==> src/rtl/tdm_demux4.sv <==
// Four-slot TDM receiver: routes a serial slot stream into a parallel frame word,
// tracking frame alignment via frame_sync and flagging alignment faults.
module tdm_demux4 #(
    parameter int WIDTH = 1
) (
    input  logic               clk,
    input  logic               rst_n,
    input  logic [WIDTH-1:0]   din,
    input  logic               din_valid,
    input  logic               frame_sync,
    output logic [4*WIDTH-1:0] d,
    output logic               frame_valid,
    output logic [3:0]         ch_stb,
    output logic [1:0]         slot,
    output logic               locked,
    output logic               sync_err
);

    typedef enum logic {HUNT, LOCKED} state_t;

    state_t             state_q, state_d;
    logic [1:0]         slot_q, slot_d;
    logic [WIDTH-1:0]   sh_q [4];
    logic [WIDTH-1:0]   sh_d [4];
    logic [4*WIDTH-1:0] d_q, d_d;
    logic               fv_q, fv_d;
    logic [3:0]         stb_q, stb_d;
    logic               err_q, err_d;

    always_comb begin
        state_d = state_q;
        slot_d  = slot_q;
        sh_d    = sh_q;
        d_d     = d_q;
        fv_d    = 1'b0;
        stb_d   = 4'b0000;
        err_d   = 1'b0;

        if (din_valid) begin
            if (frame_sync) begin
                // Any sync restarts the frame at slot 0; mid-frame it also drops the partial frame.
                err_d   = (state_q == LOCKED) && (slot_q != 2'd0);
                sh_d[0] = din;
                slot_d  = 2'd1;
                stb_d   = 4'b0001;
                state_d = LOCKED;
            end else if (state_q == LOCKED) begin
                if (slot_q == 2'd0) begin
                    err_d   = 1'b1;
                    slot_d  = 2'd0;
                    state_d = HUNT;
                end else begin
                    sh_d[slot_q] = din;
                    stb_d        = 4'b0001 << slot_q;
                    slot_d       = slot_q + 2'd1;
                    if (slot_q == 2'd3) begin
                        d_d  = {din, sh_q[2], sh_q[1], sh_q[0]};
                        fv_d = 1'b1;
                    end
                end
            end
        end
    end

    always_ff @(posedge clk or negedge rst_n) begin
        if (!rst_n) begin
            state_q <= HUNT;
            slot_q  <= 2'd0;
            sh_q    <= '{default: '0};
            d_q     <= '0;
            fv_q    <= 1'b0;
            stb_q   <= 4'b0000;
            err_q   <= 1'b0;
        end else begin
            state_q <= state_d;
            slot_q  <= slot_d;
            sh_q    <= sh_d;
            d_q     <= d_d;
            fv_q    <= fv_d;
            stb_q   <= stb_d;
            err_q   <= err_d;
        end
    end

    assign d           = d_q;
    assign frame_valid = fv_q;
    assign ch_stb      = stb_q;
    assign slot        = slot_q;
    assign locked      = (state_q == LOCKED);
    assign sync_err    = err_q;

endmodule

==> config.mk <==
export PLATFORM = sky130hd
export DESIGN_NAME = tdm_demux4
export DESIGN_NICKNAME = d
export VERILOG_FILES = /design/src/rtl/tdm_demux4.sv
export SDC_FILE = /design/constraint.sdc
export NUM_CORES = 1
export LEC_CHECK = 0
export ABC_AREA = 1
export CAP_MARGIN = 15
export CORE_MARGIN = 1.5
export CORE_UTILIZATION = 46
export DETAILED_ROUTE_END_ITERATION = 10
export PLACE_DENSITY = 0.77
export SETUP_SLACK_MARGIN = 0.3
export SYNTH_ARGS = -nofsm -noshare
export SYNTH_HDL_FRONTEND = slang
export SYNTH_SLANG_ARGS = --single-unit
==> constraint.sdc <==
create_clock -name clk -period 1.8 [get_ports clk]
set_clock_uncertainty 0.1 [all_clocks]
set_input_delay 0.45 -clock clk [delete_from_list [all_inputs] [get_ports clk]]
set_output_delay 0.45 -clock clk [all_outputs]
set_load 0.005 [all_outputs]
==> metrics.yaml <==
placed_area_um2: 920
vias: 616
detailed_place_hpwl_um: 1010
avgSynthCellArea_um2: 9.35
die_area_um2: 1830
fmax_mhz: 653
clock_path_buffers: 2
slew_viol_final: 0
synthDistinctLibCells: 15
ir_drop_mv: 0.837
layout_min_cycle_time_ns: 1.53
arrival_ns: 1.61
grt_pass1_vias: 532
critPathLaunchType: "register"
grt_max_degree: 16
cts-root-buf: "clkbuf_4"
top_layer: "met4"
rsz0062_at_grt: "true"
nets: 121
max_cap_viol_count: 0
hold_viol_final: 0
die_height_um: 42.8
grt_pass1_wl_um: 2400
end_kind: "register"
ff2ff_setup_slack_ns: 0.27
postRouteAntennaNets: 0
die_width_um: 42.8
wire_per_inst_um: 12.6
rows: 14
leakagePower_uw: 0.000587
crit_chain: "buf_6, clkinvlp_4, ha_4, inv_4, nand2_4, nor2_8, nand2_1, nand2_1, nand2_1"
io_pins: 18
start_util: 0.490
seq_area_frac_synth: 0.515
wl_met2_um: 768
syn_to_final_growth_pct: 42.7
wl_met1_um: 701
outcome: "finished clean"
cpPeakStageDelay_ns: 0.39
cp.required_ns: 1.88
final_cell_mix: "nand2_1 (22), dfrtp_1 (15), buf_4 (10)"
final_util: 0.699
drc: 0
final_cell_area_um2: 1040
antennaDiodeCount: 0
layout_commonest_cell: "nand2_1"
powerDensity_nw_per_um2: 1310
path_buf_inv: 3
place_ws_ns: 0.0881
track_usage: 0.185
worst_slew_pin_slew_ns: 0.261
wl_met3_um: 66
htree_levels: 1
syn-num-nets: 89
clk_pin_slew_worst_paths_ns: 0.09
crit_fanout: 8
setup_viol_count_final: 0
slew_headroom: 0.826
portBuffers: 17
setup_slack_ns: 0.268
synth_area_um2: 729
grt_remaining_overflow: 0
min_period_over_period: 0.851
drive_gt1_frac: 0.248
ys_seq_elements: 15
clkSinkCount: 15
gp_congestion: 0.861
synth_warnings: 0
fin_tns_setup_ns: 0
cts_tree: "done"
syn_inst: 78
cp_common_cell: "nand2_1"
critPathSlowestCell: "dfrtp_1"
core_um2: 1490
vias_per_cell: 4.93
cts_made_buffers: 3
totalWireLength_um: 1580
critPathKind: "reg2reg"
antenna_found_initial: 0
drtPass1Iterations: 4
clk_latency_ns: 0.28
drtIter0Drc: 8
hp-class: "in2async"
p_total_uw: 1360
cp_top_family: "flip-flops"
routing by layer:
layer	global-route usage	vias up
met5	0	-
met4	0.131	0
met3	0.0255	4
met2	0.279	21
met1	0.242	288
li1	-	303
kinds of logic after synthesis:
logic type	Yosys count	share of synthesized area
AOI/OAI and AO/OA	4	0.0274
adders and majority gates	6	0.103
buffers and inverters	10	0.0566
DFF	15	0.515
and+or+nand+nor	43	0.298
registers in the layout (all words and copies together), names as in the netlist:
name,cells
sync_err,1
frame_valid,1
locked,1
d,4
slot,2
sh_q,3
ch_stb,3
cell type report:
cell class / count / area, um^2
Fill cell: 120 / 448
Sequential cell: 15 / 375
Multi-Input combinational cell: 53 / 330
Timing Repair Buffer: 28 / 249
Inverter: 9 / 40.0
Clock buffer: 4 / 26.3
Tap cell: 16 / 20.0
through the flow:
stage | std cells | hold slack (ns)
after floorplan | 78 | 0.0544
after global placement | 111 | 0.360
after detailed placement | 111 | 0.364
after CTS | 121 | 0.381
after global routing | 125 | 0.415
final | 125 | 0.364
what timing repair did:
item,4_1_cts,5_1_grt
buffers inserted,6,4
pin swaps,0,4
resized for setup,12,13
hold buffers,0,0
gates cloned,0,0
setup endpoints to repair,13,13
power breakdown:
part	internal [uW]	switching [uW]	total [uW]
logic	336	334	671
clock network	86.1	107	193
registers	439	57.0	496
final timing paths:
path,endpoint,from,cells past startpoint
min in group clk,sh_q[1],sh_q[1],2
setup reg to reg,sh_q[1],slot[0],9
setup / recovery,sh_q[1],slot[0],9
hold reg to reg,sh_q[1],sh_q[1],2
hold / removal,locked,rst_n,2
max in group asynchronous,ch_stb[2],rst_n,2
synthesized netlist by cell type:
library cell  number  share of area
nor2_8             1          0.027
o21ai_0            3          0.021
nand2_1           24           0.12
buf_4              1          0.010
a21oi_1            1         0.0069
nand3b_1           1          0.010
nor2_1             4          0.021
nand2_2            2          0.017
nand3_1            8          0.055
dfrtp_1           15           0.51
inv_1              7          0.036
nand3_2            1          0.014
ha_1               6           0.10
inv_2              2          0.010
nand2_4            2          0.031
worst register-to-register path, cell delays in order, from the launching register on:
cell	delay [ns]
dfrtp_1	0.39
buf_6	0.13
clkinvlp_4	0.14
ha_4	0.21
inv_4	0.06
nand2_4	0.06
nor2_8	0.16
nand2_1	0.07
nand2_1	0.05
nand2_1	0.05
Power figures use the tool's default switching activity.
==> RTL change: new RTL, config.mk and constraints unchanged <==
Add an input register stage for `din`, `din_valid` and `frame_sync`, cleared by the reset; this delays them by one clock.
--- a/src/rtl/tdm_demux4.sv
+++ b/src/rtl/tdm_demux4.sv
@@ -18,6 +18,22 @@
 
     typedef enum logic {HUNT, LOCKED} state_t;
 
+    logic [WIDTH-1:0] din_q;
+    logic din_valid_q;
+    logic frame_sync_q;
+
+    always_ff @(posedge clk or negedge rst_n) begin
+        if (!rst_n) begin
+            din_q        <= '0;
+            din_valid_q  <= '0;
+            frame_sync_q <= '0;
+        end else begin
+            din_q        <= din;
+            din_valid_q  <= din_valid;
+            frame_sync_q <= frame_sync;
+        end
+    end
+
     state_t             state_q, state_d;
     logic [1:0]         slot_q, slot_d;
     logic [WIDTH-1:0]   sh_q [4];
@@ -36,11 +52,11 @@
         stb_d   = 4'b0000;
         err_d   = 1'b0;
 
-        if (din_valid) begin
-            if (frame_sync) begin
+        if (din_valid_q) begin
+            if (frame_sync_q) begin
                 // Any sync restarts the frame at slot 0; mid-frame it also drops the partial frame.
                 err_d   = (state_q == LOCKED) && (slot_q != 2'd0);
-                sh_d[0] = din;
+                sh_d[0] = din_q;
                 slot_d  = 2'd1;
                 stb_d   = 4'b0001;
                 state_d = LOCKED;
@@ -50,11 +66,11 @@
                     slot_d  = 2'd0;
                     state_d = HUNT;
                 end else begin
-                    sh_d[slot_q] = din;
+                    sh_d[slot_q] = din_q;
                     stb_d        = 4'b0001 << slot_q;
                     slot_d       = slot_q + 2'd1;
                     if (slot_q == 2'd3) begin
-                        d_d  = {din, sh_q[2], sh_q[1], sh_q[0]};
+                        d_d  = {din_q, sh_q[2], sh_q[1], sh_q[0]};
                         fv_d = 1'b1;
                     end
                 end
Function: changed (Yosys sat finds a counterexample within 4 cycles, from zero or initial values and one cycle with rst_n low).
==> RTL change against the unedited design <==
The flow now finishes with violations (design-rule violations); count of clock-buffer cells in the layout unchanged; first-iteration DRC count up 110%; power is 3.9% higher; maximum frequency up 3.0%; clock power grew 32%; sequential cell count is 3 higher; routed wire length grew 1.2%; area after synthesis up 9.4%; design area is 4.6% higher; hold slack worse by 0.0080 ns; worst setup slack better by 0.044 ns; critical path depth down 8.
==> RTL change: results (changes against the unedited design) <==
CTS buffer count=3 (unchanged); router iterations before antenna repair=7 (+3); CP max FO=2 (-6); maximum vdd drop=0.687 mV (-18%); Setup WS pre-CTS=0.300 ns (+0.212 ns); vias in the first global route=606 (+14%); Area contributors post-synth=dfrtp_1, nand2_1, ha_1; max reg flops=4 (unchanged); Max clock buf depth=2 (unchanged); origin of the worst setup path=frame_valid; top cells by count, synth=nand2_1, dfrtp_1, nand3_1; via-per-instance ratio=4.98 (+1.1%); YS warnings=0 (unchanged); largest net degree at the start of global routing=19 (+3); DRT iter0 DRCs=17 (+9); slowest stage delay, CP=roughly 0.38 ns; Yosys cell types=16 (+1); initial antenna violation count=0 (unchanged); Detail Placement HPWL=987 um (-2.2%); DRC viols=2 (+2); worst setup path endpoint=ch_stb[3]; worst path arrival time=0.94 ns (-0.67 ns); CP top delay family=flip-flops; Tightest Hold Check Type=input port to async pin; FF-to-FF setup slack=0.35 ns (+0.08 ns); Reg clk slew, reported paths=~0.10 ns; violated checks=design-rule violations; # fillers=116 (-3.3%); outcome=complete, but fails checks; share of cells above drive strength 1=21.8% (-3.0 points); first-pass GRT wire length=2.71 mm (+13%); GRT Resource Usage Total=19.7% (+1.2 points); final worst slack=0.312 ns (+0.0440 ns); Reg2Reg Depth=8 (-1); Syn Nets=92 (+3.4%); reg2reg end=d[2]; relative slew slack=82.1% (-0.52 points); worst-skew pair later-pin latency=0.30 ns (+0.02 ns); final wirelength=1.60 mm (+1.2%); Post-synth ARST share=100% (unchanged); sequential element share of the synthesized area=56.4% (+5.0 points); leakage=0.000588 uW (about the same); Placer Congestion=0.828 (-3.8%); Final nets=122 (+0.83%); PortBufs=17 (unchanged)
==> RTL change: changes by cell type after synthesis, sizes merged <==
cell | before | now
nand2 | 28 | 27
nand3 | 9 | 10
dfrtp | 15 | 18
==> RTL change: power breakdown <==
group          leakage (uW)  switching, uW  internal, uW
Combinational      0.000334            299           293
Clock             0.0000210            131           124
Sequential         0.000232           59.0           507
Total              0.000588            489           924
==> RTL change: logic make-up after synthesis <==
kind of cell	share of synthesized area, %
flops	56.4
buf+inv	5.17
fa+ha+maj	9.40
simple gates	26.5
compound gates	2.51
==> RTL change: what timing repair did <==
action	in CTS	in global routing
gates resized for setup	18	11
endpoints found under the setup margin	13	15
buffers inserted	6	2
pin swaps	0	2
==> RTL change: layout make-up <==
class                   instances  area share [%]
inverters                       9            3.10
repair buffers                 26            22.0
multi-input cells              53            28.4
clock buffers                   4            3.33
well taps                      16            1.84
flip-flops and latches         18            41.4
==> RTL change: per-stage QoR <==
step	cell area [um^2]	std cells	util, %	hold WS (ns)	power (uW)
finish	1090	126	69.8	0.356	1410
global route	1090	126	69.8	0.378	1510
CTS	1060	124	68.0	0.365	1350
detailed placement	988	114	63.4	0.364	1060
global placement	988	114	63.4	0.356	1050
floorplan	798	81	-	0.0544	840
==> RTL change: layer usage <==
layer | GRT usage (%) | up-vias | wire [um] | share of wire, %
met5 | 0 | - | 0 | 0
li1 | - | 311 | - | -
met4 | 12.7 | 0 | 44 | 2.8
met2 | 31.9 | 25 | 778 | 49
met3 | 3.67 | 5 | 84 | 5.3
met1 | 23.8 | 287 | 692 | 43
